--- config.mk ---
export PLATFORM = sky130hd
export DESIGN_NAME = uart_rx_fsm_flat
export DESIGN_NICKNAME = d
export VERILOG_FILES = /design/src/rtl/uart_rx_fsm_if.sv /design/src/rtl/uart_rx_fsm.sv /design/src/flat_wrapper.sv
export SDC_FILE = /design/constraint.sdc
export NUM_CORES = 1
export LEC_CHECK = 0
export BUFFER_PORTS_ARGS = -buffer_cell sky130_fd_sc_hd__buf_4
export CORE_AREA = 5 5 42 44
export DETAILED_ROUTE_END_ITERATION = 16
export DIE_AREA = 0 0 47 49
export HOLD_SLACK_MARGIN = 0.15
export PLACE_DENSITY = 0.71
export SLEW_MARGIN = 15
export SYNTH_ARGS = -nofsm -noshare
export SYNTH_HDL_FRONTEND = slang
export SYNTH_SLANG_ARGS = --single-unit
--- constraint.sdc ---
create_clock -name clk -period 3.6 [get_ports clk]
set_clock_uncertainty 0.15 [all_clocks]
set_input_delay 0.18 -clock clk [delete_from_list [all_inputs] [get_ports clk]]
set_output_delay 0.18 -clock clk [all_outputs]
set_load 0.005 [all_outputs]
--- src/rtl/uart_rx_fsm_if.sv ---
// UART RX control-to-datapath bundle: counter, sampler,
// deserializer and checker strobes plus the results fed back.
//   edge_cnt/bit_cnt     : counter state (datapath -> fsm)
//   strt_glitch/par_err/stp_err : checker results (datapath -> fsm)
//   enable/reset_cnt/dat_samp_en/deser_en/*_chk_en : fsm -> datapath
interface uart_rx_fsm_if;
    logic [3:0] edge_cnt;
    logic [3:0] bit_cnt;
    logic       strt_glitch;
    logic       par_err;
    logic       stp_err;
    logic       enable;
    logic       reset_cnt;
    logic       dat_samp_en;
    logic       deser_en;
    logic       strt_chk_en;
    logic       par_chk_en;
    logic       stp_chk_en;

    modport master (
        input  edge_cnt, bit_cnt,
        input  strt_glitch, par_err, stp_err,
        output enable, reset_cnt, dat_samp_en, deser_en,
        output strt_chk_en, par_chk_en, stp_chk_en
    );

    modport slave (
        output edge_cnt, bit_cnt,
        output strt_glitch, par_err, stp_err,
        input  enable, reset_cnt, dat_samp_en, deser_en,
        input  strt_chk_en, par_chk_en, stp_chk_en
    );
endinterface

--- src/rtl/uart_rx_fsm.sv ---
// UART RX frame sequencer: start, 8 data bits, optional parity, stop.
// Ports: clk, rst (async active-low), RX_IN, PAR_EN, Prescale[4:0],
//   dp (uart_rx_fsm_if.master: counter/sampler/checker controls),
//   data_valid, parity_error, framing_error (1-cycle pulses), break_det.
// Build option: define UART_RX_BREAK_DET_EN to add the line-break state.
module uart_rx_fsm (
    input  logic                clk,
    input  logic                rst,
    input  logic                RX_IN,
    input  logic                PAR_EN,
    input  logic [4:0]          Prescale,
    uart_rx_fsm_if.master       dp,
    output logic                data_valid,
    output logic                parity_error,
    output logic                framing_error,
    output logic                break_det
);

    typedef enum logic [2:0] {
        S_IDLE,
        S_START,
        S_DATA,
        S_PARITY,
        S_STOP,
        S_DONE
`ifdef UART_RX_BREAK_DET_EN
        ,
        S_BREAK
`endif
    } state_t;

    state_t state_q, state_d;
    logic   par_e_q, par_e_d;
    logic   stp_e_q, stp_e_d;
    logic   par_en_q, par_en_d;
    logic   bit_end;

    assign bit_end = ({1'b0, dp.edge_cnt} == Prescale);

    always_ff @(posedge clk or negedge rst) begin
        if (!rst) begin
            state_q  <= S_IDLE;
            par_e_q  <= 1'b0;
            stp_e_q  <= 1'b0;
            par_en_q <= 1'b0;
        end else begin
            state_q  <= state_d;
            par_e_q  <= par_e_d;
            stp_e_q  <= stp_e_d;
            par_en_q <= par_en_d;
        end
    end

    always_comb begin
        state_d        = state_q;
        par_e_d        = par_e_q;
        stp_e_d        = stp_e_q;
        par_en_d       = par_en_q;
        dp.enable      = 1'b0;
        dp.reset_cnt   = 1'b0;
        dp.dat_samp_en = 1'b0;
        dp.deser_en    = 1'b0;
        dp.strt_chk_en = 1'b0;
        dp.par_chk_en  = 1'b0;
        dp.stp_chk_en  = 1'b0;
        data_valid     = 1'b0;
        parity_error   = 1'b0;
        framing_error  = 1'b0;
        break_det      = 1'b0;

        unique case (state_q)
            S_IDLE: begin
                dp.enable    = 1'b1;
                dp.reset_cnt = 1'b1;
                par_en_d     = PAR_EN;
                if (!RX_IN) begin
                    state_d = S_START;
                    par_e_d = 1'b0;
                    stp_e_d = 1'b0;
                end
            end
            S_START: begin
                dp.enable      = 1'b1;
                dp.dat_samp_en = 1'b1;
                if (bit_end) begin
                    dp.strt_chk_en = 1'b1;
                    state_d = dp.strt_glitch ? S_IDLE : S_DATA;
                end
            end
            S_DATA: begin
                dp.enable      = 1'b1;
                dp.dat_samp_en = 1'b1;
                dp.deser_en    = bit_end;
                if (bit_end && dp.bit_cnt == 4'd8) begin
                    state_d = par_en_q ? S_PARITY : S_STOP;
                end
            end
            S_PARITY: begin
                dp.enable      = 1'b1;
                dp.dat_samp_en = 1'b1;
                if (bit_end) begin
                    dp.par_chk_en = 1'b1;
                    par_e_d       = dp.par_err;
                    state_d       = S_STOP;
                end
            end
            S_STOP: begin
                dp.enable      = 1'b1;
                dp.dat_samp_en = 1'b1;
                if (bit_end) begin
                    dp.stp_chk_en = 1'b1;
                    stp_e_d       = dp.stp_err;
                    state_d       = S_DONE;
`ifdef UART_RX_BREAK_DET_EN
                    // Stop bit missing and line still low: a break.
                    if (dp.stp_err && !RX_IN) begin
                        state_d = S_BREAK;
                    end
`endif
                end
            end
            S_DONE: begin
                dp.enable     = 1'b1;
                dp.reset_cnt  = 1'b1;
                data_valid    = !par_e_q && !stp_e_q;
                parity_error  = par_e_q;
                framing_error = stp_e_q;
                par_en_d      = PAR_EN;
                if (!RX_IN) begin
                    // Next start bit already on the line.
                    state_d = S_START;
                    par_e_d = 1'b0;
                    stp_e_d = 1'b0;
                end else begin
                    state_d = S_IDLE;
                end
            end
`ifdef UART_RX_BREAK_DET_EN
            S_BREAK: begin
                // Counter held while low so bit_end times the
                // first bit after the line returns high.
                dp.enable    = 1'b1;
                dp.reset_cnt = !RX_IN;
                break_det    = 1'b1;
                if (RX_IN && bit_end) begin
                    state_d = S_DONE;
                end
            end
`endif
            default: begin
                state_d = S_IDLE;
            end
        endcase
    end

endmodule

--- src/flat_wrapper.sv ---
// flat-port wrapper written by rule: the top's interface ports become plain ports
module uart_rx_fsm_flat 
  (clk, rst, RX_IN, PAR_EN, Prescale, data_valid, parity_error, framing_error, break_det, dp_edge_cnt, dp_bit_cnt, dp_strt_glitch, dp_par_err, dp_stp_err, dp_enable, dp_reset_cnt, dp_dat_samp_en, dp_deser_en, dp_strt_chk_en, dp_par_chk_en, dp_stp_chk_en);
  uart_rx_fsm_if dp_i ();
  input  logic clk;
  input  logic rst;
  input  logic RX_IN;
  input  logic PAR_EN;
  input  logic [4:0] Prescale;
  output logic data_valid;
  output logic parity_error;
  output logic framing_error;
  output logic break_det;
  input wire logic [$bits(dp_i.edge_cnt)-1:0] dp_edge_cnt;
  input wire logic [$bits(dp_i.bit_cnt)-1:0] dp_bit_cnt;
  input wire logic [$bits(dp_i.strt_glitch)-1:0] dp_strt_glitch;
  input wire logic [$bits(dp_i.par_err)-1:0] dp_par_err;
  input wire logic [$bits(dp_i.stp_err)-1:0] dp_stp_err;
  output wire logic [$bits(dp_i.enable)-1:0] dp_enable;
  output wire logic [$bits(dp_i.reset_cnt)-1:0] dp_reset_cnt;
  output wire logic [$bits(dp_i.dat_samp_en)-1:0] dp_dat_samp_en;
  output wire logic [$bits(dp_i.deser_en)-1:0] dp_deser_en;
  output wire logic [$bits(dp_i.strt_chk_en)-1:0] dp_strt_chk_en;
  output wire logic [$bits(dp_i.par_chk_en)-1:0] dp_par_chk_en;
  output wire logic [$bits(dp_i.stp_chk_en)-1:0] dp_stp_chk_en;
  assign dp_i.edge_cnt = dp_edge_cnt;
  assign dp_i.bit_cnt = dp_bit_cnt;
  assign dp_i.strt_glitch = dp_strt_glitch;
  assign dp_i.par_err = dp_par_err;
  assign dp_i.stp_err = dp_stp_err;
  assign dp_enable = dp_i.enable;
  assign dp_reset_cnt = dp_i.reset_cnt;
  assign dp_dat_samp_en = dp_i.dat_samp_en;
  assign dp_deser_en = dp_i.deser_en;
  assign dp_strt_chk_en = dp_i.strt_chk_en;
  assign dp_par_chk_en = dp_i.par_chk_en;
  assign dp_stp_chk_en = dp_i.stp_chk_en;
  uart_rx_fsm u_core (.clk(clk), .rst(rst), .RX_IN(RX_IN), .PAR_EN(PAR_EN), .Prescale(Prescale), .dp(dp_i), .data_valid(data_valid), .parity_error(parity_error), .framing_error(framing_error), .break_det(break_det));
endmodule
==> Yosys cells after proc, flatten, opt, wreduce, memory -nomap -nowiden <==
Cells that the tools add are included.
{ "totals": {"reg_bits": 6, "out_inout_bits": 11} }
{ "op_classes": {"eq_ne": 13, "reduce_logical": 13, "n_mux": 25} }
{ "op_table": {"columns": ["operator", "count"], "rows": [
  ["$mux W3", 6],
  ["$pmux W3 S6", 1],
  ["$mux W1", 15],
  ["$ne A2 B1 Y1 const B", 4],
  ["$eq A3 B2 Y1 const B", 2],
  ["$eq A3 B3 Y1 const B", 2],
  ["$reduce_and A3 Y1", 2],
  ["$reduce_or A6 Y1", 1],
  ["$eq A4 B5 Y1", 1],
  ["$reduce_and A5 Y1", 1],
  ["$eq A4 B4 Y1 const B", 1],
  ["$ne A2 B2 Y1 const B", 2],
  ["$pmux W1 S2", 2],
  ["$reduce_bool A2 Y1", 2],
  ["$reduce_or A4 Y1", 1],
  ["$eq A3 B1 Y1 const B", 1],
  ["$logic_not A3 Y1", 1],
  ["$logic_and A1 B1 Y1", 2],
  ["$logic_not A1 Y1", 2],
  ["$mux W2", 1],
  ["$reduce_or A2 Y1", 1]
]} }

==> Depth between registers and ports, before layout <==
Gate-level depths: netlist of the first run.
{ "depth": {"depth_word": 4, "mapped_depth": 5, "mapped_depth_nobuf": 4} }

==> Least setup slack after synthesis of the first run <==
OpenSTA, ideal clock, no wires.
{ "synth_timing": {"path_kind": "register to register", "startpoint": "register u_core.state_q[1]", "endpoint": "register u_core.state_q[0]", "n_path_buf": 1, "period_less_slack_ps": 1482, "t_required_ps": 3363, "setup_time_ps": 87, "path_stages_with_launch": 6, "path_slack_ps": 2118, "t_arrival_ps": 1245, "cell_sequence": "dfrtp_1 -> buf_4 -> or3b_2 -> o41ai_2 -> a31oi_1 -> o211ai_1"} }
{ "synth_via": {"elab_chain_len": 3} }
{ "synth_lines": {"columns": ["element", "line_no", "rtl"], "rows": [
  ["from (decl)", "uart_rx_fsm.sv:32", "state_t state_q, state_d;"],
  ["from (signal assigned)", "uart_rx_fsm.sv:47", "state_q <= state_d;"],
  ["$eq A3 B2 Y1 (tied with other cells)", "uart_rx_fsm.sv:71", "unique case (state_q)"],
  ["$ne A2 B1 Y1 (no line) / $ne A2 B2 Y1 (equally long branches)", null, null],
  ["$reduce_and A5 Y1 (no line)", null, null]
]} }
Parallel ways exist; a longest one is shown, timed or not.
A chain may end at the register's enable or synchronous reset.

==> Worst setup path in the final report of the first run <==
{ "layout_timing": {"startpoint": "register u_core.state_q[0]", "endpoint": "output dp_stp_chk_en"} }
{ "layout_via": {"elab_chain_len": 2} }
{ "layout_lines": {"columns": ["element", "line_no", "rtl"], "rows": [
  ["$eq A3 B3 Y1", "uart_rx_fsm.sv:71", null],
  ["$mux W1", "uart_rx_fsm.sv:71", null],
  ["to (decl)", "flat_wrapper.sv:25", "output wire logic [$bits(dp_i.stp_chk_en)-1:0] dp_stp_chk_en;"]
]} }
No other way between the ends.

==> results of run 1 <==
per-layer routing:
metal	routed length, µm	global-route usage
met4	44	0.0968
met3	97	0.00738
met1	540	0.141
met5	0	0
met2	710	0.217
cell usage after synthesis, types with 2 or more instances:
cell      instances
nand2b_1          3
nor4_1            2
xor2_1            5
o21ai_0           2
nand2_1           4
inv_1             4
a32o_1            2
o211ai_1          2
a31oi_1           2
dfrtp_1           6
and3_1            2
nor2_1            5
nor3_1            5
buf_4             3
logic make-up (layout without fill, tap and decap cells):
kind of cell	after synthesis	count (layout)	synth area share
simple gates	29	29	0.339
compound gates	9	9	0.144
buf+inv	8	42	0.0951
xor+xnor	6	6	0.102
flops	6	6	0.293
other cells	1	1	0.00731
mux	1	1	0.0195
report_power, final:
part / switching, µW / internal (µW)
clock: 24.6 / 37.7
combinational: 58.7 / 66.0
sequential: 34.8 / 83.7
total: 118 / 187
layout make-up:
cell class	count	area (µm²)	area share
well taps	16	20.0	0.0250
flip-flops and latches	6	150	0.188
multi-input cells	46	314	0.393
inverters	4	15.0	0.0188
repair buffers	35	278	0.347
clock buffers	3	22.5	0.0282
sequential cells by signal, indices dropped and copies added (netlist names):
signal,flops
u_core.par_e_q,1
u_core.par_en_q,1
u_core.stp_e_q,1
u_core.state_q,3
worst max-delay path: stages, from the launching register on:
cell and delay [ns]:
dfrtp_1 0.51, or3b_2 0.54, nor2_1 0.11, buf_4 0.11
path summary, 6_finish.rpt:
check	start	endpoint	slack (ns)	depth (start not counted)
worst max register to register	u_core.state_q[0]$_DFFE_PN0P_	u_core.stp_e_q$_DFFE_PN0P_	1.98	4
worst min register to register	u_core.stp_e_q$_DFFE_PN0P_	u_core.stp_e_q$_DFFE_PN0P_	0.40	1
min in group asynchronous	rst	u_core.par_e_q$_DFFE_PN0P_	0.71	3
worst min-delay path	Prescale[4]	u_core.state_q[0]$_DFFE_PN0P_	0.19	4
max in group asynchronous	rst	u_core.state_q[1]$_DFFE_PN0P_	2.37	3
worst max-delay path	u_core.state_q[0]$_DFFE_PN0P_	dp_stp_chk_en	1.75	3
metrics by stage:
step / area, µm² / util / std cells / total power [µW]
after floorplan: 513 / - / 60 / 200
after global placement: 717 / 0.512 / 101 / 232
after detailed placement: 717 / 0.512 / 101 / 237
after CTS: 800 / 0.571 / 110 / 304
after global routing: 800 / 0.571 / 110 / 325
final: 800 / 0.571 / 110 / 306
==> results.sh, run 1 <==
export IMPL_status="completed"
export IMPL_hold_slack_ns=0.190
export IMPL_mostFrequentLayoutCells="29 x buf_4, 6 x dlygate4sd3_1, 6 x dfrtp_1"
export IMPL_fp_dieW_um=47
export IMPL_first_iter_violations=6
export IMPL_peakVddDrop_mv=0.225
export IMPL_cts_sinks=6
export IMPL_final_setup_tns_ns=0
export IMPL_max_freq_mhz=541
export IMPL_required_ns=3.27
export IMPL_h_tree_depth=1
export IMPL_arrival_ns=1.52
export IMPL_start_util=0.366
export IMPL_end_kind="output port"
export IMPL_cts_buffers=3
export IMPL_postCtsResizedCells=0
export IMPL_cts_buffer_depth=2
export IMPL_dr_pass1_iters=4
export IMPL_yosysSeqAreaShare=0.293
export IMPL_wl_per_cell_um=12.7
export IMPL_port_buffers=29
export IMPL_final_fill_count=134
export IMPL_synth_async_sr_flop_share=1.00
export IMPL_avgSynthCellArea_um2=8.55
export IMPL_rows=14
export IMPL_syn_cell_area_um2=513
export IMPL_post_cts_buffers=0
export IMPL_fin_crit_ns=1.85
export IMPL_area_growth_pct=55.9
export IMPL_slew_viol_final=0
export IMPL_die_h_um=49
export IMPL_clk_pin_slew_ns=0.05
export IMPL_num_io_pins=31
export IMPL_grt_pass1_wl_mm=2.17
export IMPL_cts_root_buffer="clkbuf_4"
export IMPL_synth_ff_type="dfrtp_1"
export IMPL_layout_commonest_cell="buf_4"
export IMPL_finalCritPeriodShare=0.514
export IMPL_cts_tree="built"
export IMPL_core_area_mm2=0.00140
export IMPL_synthCells=60
export IMPL_ant_nets=0
export IMPL_worstHoldPathType="in2reg"
export IMPL_setup_violations=0
export IMPL_synth_top_area_share=0.293
export IMPL_drive_above_1_share=0.394
export IMPL_grt_overflow_total=0
export IMPL_cts_hold_buffers_added=6
export IMPL_rsz0062_at_grt="no"
export IMPL_yosysWarnings=0
export IMPL_remaining_drc_errors=0
export IMPL_dp_slack_ns=2.01
export IMPL_final_hold_viol_count=0
export IMPL_cp_max_fo=12
export IMPL_final_nets=116
export IMPL_critPathKind="reg2out"
export IMPL_setup_slack_ns=1.75
export IMPL_vias=569
export IMPL_grt_max_degree=13
export IMPL_place_gp_congestion=0.808
export IMPL_leakagePower_uw=0.000397
export IMPL_powerDensity_mw_per_mm2=382
export IMPL_startpoint_type="register"
export IMPL_synth_edf_count=0
export IMPL_drt_wl_total_mm=1.39
export IMPL_grt_use_total=0.129
export IMPL_maxCapViolCount=0
export IMPL_synth_cell_types=27
export IMPL_dp_hpwl_mm=1.07
export IMPL_clk_latency_ns=0.25
export IMPL_n_antenna_cell=0
export IMPL_ys_ff_latch=6
export IMPL_synth_top_area_cell="dfrtp_1"
export IMPL_vias_per_cell=5.17
export IMPL_synth_fp_nets=80
export IMPL_synthTopCellsByArea="dfrtp_1 29%, xor2_1 8.5%, nor3_1 4.9%"
export IMPL_antenna_found_initial=0
export IMPL_first_global_vias=555
export IMPL_die_area_mm2=0.00230
(Power assumes the default switching activity.)
==> run 2, diff against run 1 <==
==> constraint.sdc (replaced) <==
create_clock -name clk -period 1.85 [get_ports clk]
set_clock_uncertainty 0.15 [all_clocks]
set_input_delay 0.0925 -clock clk [delete_from_list [all_inputs] [get_ports clk]]
set_output_delay 0.0925 -clock clk [all_outputs]
set_load 0.005 [all_outputs]
==> run 2 against run 1 <==
Final area rose by 2.2%. Clock power rose by 100%. Critical path type unchanged. Highest routed layer unchanged. Power rose by 96%. Sequential share of layout area is 0.40 points lower. Sequential power increased by 90%. Combinational power grew 97%.
==> results.sh, run 2 (synthesized netlist as in run 1, its figures left out) <==
export IMPL_status="completed"
export IMPL_first_iter_violations=16
export IMPL_place_inst=102
export IMPL_core_area_mm2=0.00140
export IMPL_die_area_mm2=0.00230
export IMPL_n_antenna_cell=0
export IMPL_cp_slowest_cell="dfrtp_1"
export IMPL_wl_per_cell_um=12.8
export IMPL_max_freq_mhz=558
export IMPL_rsz0062_at_grt="no"
export IMPL_place_gp_congestion=0.832
export IMPL_worstHoldPathType="in2reg"
export IMPL_largest_reg_flops=3
export IMPL_vias=595
export IMPL_mostFrequentLayoutCells="30 x buf_4, 7 x dlygate4sd3_1, 6 x dfrtp_1"
export IMPL_dr_pass1_iters=4
export IMPL_worstPathCellList="or3b_2, nor2_1, buf_4"
export IMPL_die_h_um=49
export IMPL_rows=14
export IMPL_final_setup_tns_ns=0
export IMPL_worst_path_largest_cell_delay_ns=0.54
export IMPL_dp_slack_ns=0.271
export IMPL_required_ns=1.61
export IMPL_fp_dieW_um=47
export IMPL_num_io_pins=31
export IMPL_setup_violations=0
export IMPL_grt_use_total=0.137
export IMPL_cp_max_fo=11
export IMPL_dp_hpwl_mm=1.08
export IMPL_leakagePower_uw=0.000406
export IMPL_clk_latency_ns=0.26
export IMPL_startpoint_type="register"
export IMPL_clk_pin_slew_ns=0.05
export IMPL_end_kind="output port"
export IMPL_grt_overflow_total=0
export IMPL_setup_slack_ns=0.0579
export IMPL_start_util=0.366
export IMPL_h_tree_depth=1
export IMPL_ant_nets=0
export IMPL_drt_wl_total_mm=1.43
export IMPL_fin_crit_ns=1.79
export IMPL_final_fill_count=128
export IMPL_ff_latch_area_um2=150
export IMPL_port_buffers=29
export IMPL_grt_max_degree=13
export IMPL_arrival_ns=1.55
export IMPL_powerDensity_mw_per_mm2=734
export IMPL_drive_above_1_share=0.396
export IMPL_cts_root_buffer="clkbuf_4"
export IMPL_cts_sinks=6
export IMPL_multi_input_area_um2=314
export IMPL_layout_commonest_cell="buf_4"
export IMPL_peakVddDrop_mv=0.367
export IMPL_maxCapViolCount=0
export IMPL_remaining_drc_errors=0
export IMPL_cts_buffer_depth=2
export IMPL_finalCritPeriodShare=0.969
export IMPL_final_util=0.583
export IMPL_antenna_found_initial=0
export IMPL_cts_tree="built"
export IMPL_final_hold_viol_count=0
export IMPL_regMostFlops="u_core.state_q"
export IMPL_vias_per_cell=5.31
export IMPL_stdcell_count=112
export IMPL_area_growth_pct=59.3
export IMPL_first_global_vias=578
export IMPL_grt_pass1_wl_mm=2.30
export IMPL_final_nets=118
export IMPL_critPathKind="reg2out"
export IMPL_slew_viol_final=0
export IMPL_cts_buffers=3
==> run 2: cell types whose count changed in the layout (fill, tap and decap cells not counted) <==
cell | before | now
dlygate4sd3_1 | 6 | 7
buf_4 | 29 | 30
==> run 2: where the power goes <==
group	leakage [µW]	switching [µW]	internal, µW
clock	0.0000138	53.6	73.8
sequential	0.0000775	63.4	163
combinational	0.000315	114	132
==> run 2: area by class of cell <==
cell class	count	area share
inverter	4	0.0184
multi-input combinational	46	0.384
sequential	6	0.184
timing repair buffer	37	0.361
clock buffer	3	0.0276
tap	16	0.0245
==> run 2: worst paths after layout <==
check	startpoint	to	slack, ns	depth (start not counted)
max	u_core.state_q[2]$_DFFE_PN0P_	dp_stp_chk_en	0.06	3
min	dp_bit_cnt[2]	u_core.state_q[0]$_DFFE_PN0P_	0.16	5
min in group asynchronous	rst	u_core.stp_e_q$_DFFE_PN0P_	0.65	3
max reg2reg	u_core.state_q[2]$_DFFE_PN0P_	u_core.state_q[0]$_DFFE_PN0P_	0.24	4
max in group asynchronous	rst	u_core.state_q[1]$_DFFE_PN0P_	0.67	3
min reg2reg	u_core.stp_e_q$_DFFE_PN0P_	u_core.stp_e_q$_DFFE_PN0P_	0.38	1
==> run 2: worst max-delay path: cells and delay by family (launching register included) <==
family | cells | cell delay, ns
DFF | 1 | 0.54
and+or+nand+nor | 2 | 0.64
buffers and inverters | 1 | 0.12
==> run 2: repair_timing <==
| action | CTS | global route |
|---|---|---|
| hold buffers | 7 | 0 |
| setup endpoints to repair | 0 | 0 |
| setup buffers | 0 | 0 |
| endpoints found under the hold margin | 11 | 0 |
| resized for setup | 0 | 0 |
==> run 2: per-stage QoR <==
step | hold WS, ns | instance area [µm²] | power [µW]
3_3_place_gp | -0.245 | 724 | 454
3_5_place_dp | -0.246 | 724 | 460
5_1_grt | 0.187 | 817 | 632
4_1_cts | 0.157 | 817 | 597
6_report | 0.158 | 817 | 599
2_1_floorplan | -0.353 | 513 | 389
==> run 2: per-layer routing <==
metal  global-route usage  wire [µm]
met5                    0          0
met4               0.0968         46
met3               0.0332        134
met2                0.222        730
met1                0.145        524
==> run 3, diff against run 2 <==
==> constraint.sdc (replaced) <==
create_clock -name clk -period 1.85 [get_ports clk]
set_clock_uncertainty 0.15 [all_clocks]
set_input_delay 0.0925 -clock clk [delete_from_list [all_inputs] [get_ports clk]]
set_output_delay 0.0925 -clock clk [all_outputs]
set_load 0.02 [all_outputs]
==> run 3 against run 2 <==
Clock-buffer cell count unchanged. Combinational power up 11%. Clock power down 9%. Sequential power about the same. Worst hold slack worse by 0.0011 ns. Flip-flop and latch count unchanged. Maximum frequency up 0.53%. Core utilization up 0.80 points. Die area unchanged. Critical path type unchanged. Highest routed layer unchanged.
==> results.sh, run 3 (synthesized netlist as in run 1, its figures left out) <==
export IMPL_status="completed"
export IMPL_num_io_pins=31
export IMPL_critical_path_top_delay_family="simple AND/OR/NAND/NOR gates"
export IMPL_cts_buffers=3
export IMPL_p_total_uw=616
export IMPL_finalCritPeriodShare=0.964
export IMPL_seq_power_share=0.368
export IMPL_startpoint_type="register"
export IMPL_mostFrequentLayoutCells="30 x buf_4, 8 x dlygate4sd3_1"
export IMPL_cp_num_buf_inv=1
export IMPL_first_iter_violations=20
export IMPL_place_gp_congestion=0.864
export IMPL_grt_pass1_wl_mm=2.48
export IMPL_worstHoldStart="dp_bit_cnt[0]"
export IMPL_r2r_start="u_core.state_q[0]$_DFFE_PN0P_"
export IMPL_largest_reg_flops=3
export IMPL_worstPathCellList="or3b_2, nor2_1, buf_4"
export IMPL_antenna_found_initial=0
export IMPL_port_buffers=29
export IMPL_die_area_mm2=0.00230
export IMPL_final_hold_viol_count=0
export IMPL_peakVddDrop_mv=0.355
export IMPL_cts_sinks=6
export IMPL_drt_wl_total_mm=1.42
export IMPL_cts_root_buffer="clkbuf_4"
export IMPL_rows=14
export IMPL_clk_pin_slew_ns=0.04
export IMPL_max_freq_mhz=561
export IMPL_grt_overflow_total=0
export IMPL_worst_path_largest_cell_delay_ns=0.54
export IMPL_first_global_vias=617
export IMPL_dr_pass1_iters=4
export IMPL_slew_viol_final=0
export IMPL_setup_violations=0
export IMPL_powerDensity_mw_per_mm2=744
export IMPL_drive_above_1_share=0.402
export IMPL_worstHoldPathType="in2reg"
export IMPL_wl_per_cell_um=12.6
export IMPL_cts_tree="built"
export IMPL_regMostFlops="u_core.state_q"
export IMPL_critPathKind="reg2out"
export IMPL_fin_crit_ns=1.78
export IMPL_clk_latency_ns=0.24
export IMPL_cp_slowest_cell="or3b_2"
export IMPL_grt_use_total=0.144
export IMPL_end_kind="output port"
export IMPL_fp_dieW_um=47
export IMPL_h_tree_depth=1
export IMPL_comb_power_share=0.444
export IMPL_fin_area_um2=828
export IMPL_start_util=0.366
export IMPL_final_setup_tns_ns=0
export IMPL_area_growth_pct=61.5
export IMPL_grt_max_degree=13
export IMPL_final_util=0.591
export IMPL_placedInstanceArea_um2=724
export IMPL_maxCapViolCount=0
export IMPL_pwr_share_clk=0.188
export IMPL_final_nets=119
export IMPL_arrival_ns=1.54
export IMPL_p_sw_uw=246
export IMPL_vias=585
export IMPL_leakagePower_uw=0.000408
export IMPL_ant_nets=0
export IMPL_cp_startpoint="u_core.state_q[0]$_DFFE_PN0P_"
export IMPL_n_antenna_cell=0
export IMPL_cp_max_fo=12
export IMPL_internal_power_uw=371
export IMPL_layout_commonest_cell="buf_4"
export IMPL_switching_share=0.398
export IMPL_cts_buffer_depth=2
export IMPL_die_h_um=49
export IMPL_vias_per_cell=5.18
export IMPL_rsz0062_at_grt="no"
export IMPL_remaining_drc_errors=0
export IMPL_core_area_mm2=0.00140
export IMPL_dp_hpwl_mm=1.10
export IMPL_required_ns=1.61
-- run 3: changes by cell type in the layout (fill, tap and decap cells not counted) --
cell and change:
dfrtp_1 -1, dfrtp_2 +1, dlygate4sd3_1 +1
-- run 3: path summary, 6_finish.rpt --
| path | endpoint | slack [ns] | cells after the start |
|---|---|---|---|
| min in group asynchronous | u_core.par_e_q$_DFFE_PN0P_ | 0.66 | 3 |
| max in group asynchronous | u_core.state_q[2]$_DFFE_PN0P_ | 0.65 | 3 |
| worst min register to register | u_core.stp_e_q$_DFFE_PN0P_ | 0.38 | 1 |
| worst max register to register | u_core.state_q[0]$_DFFE_PN0P_ | 0.28 | 4 |
| worst min-delay path | u_core.state_q[0]$_DFFE_PN0P_ | 0.16 | 5 |
| worst max-delay path | dp_stp_chk_en | 0.07 | 3 |
-- run 3: layout make-up --
class / instances / area (µm²)
clock buffer: 3 / 22.5
fill: 134 / 573
inverter: 4 / 15.0
multi-input combinational: 46 / 314
sequential: 6 / 151
tap: 16 / 20.0
timing repair buffer: 38 / 305
-- run 3: power by group through the flow --
stage	combinational [µW]	clock, µW	sequential, µW
2_1_floorplan	233	0	182
3_3_place_gp	257	0	224
3_5_place_dp	261	0	227
4_1_cts	274	119	226
5_1_grt	301	130	235
6_report	274	116	226
-- run 3: worst register-to-register path: stages, from the launching register on --
cell,delay (ns)
dfrtp_1,0.50
or3b_2,0.54
o41ai_2,0.08
a31oi_1,0.12
o211ai_1,0.09
-- run 3: through the flow --
stage               cells  setup WS, ns  hold slack, ns
floorplan              60         0.303          -0.353
global placement      102         0.276          -0.246
detailed placement    102         0.261          -0.247
CTS                   113        0.0372           0.155
global route          113        0.0183           0.187
finish                113        0.0674           0.157
-- run 3: routing by layer --
layer  global-route usage  vias to the layer above  wire [µm]
met3               0.0148                        4        117
met4                0.106                        0         36
li1                     -                      285          -
met2                0.240                       33        749
met5                    0                        -          0
met1                0.158                      263        515
-- run 3: what timing repair did --
item	in CTS	in global routing
setup buffers	0	0
hold endpoints to repair	11	0
gates resized for setup	0	1
endpoints found under the setup margin	0	1
hold buffers	8	0
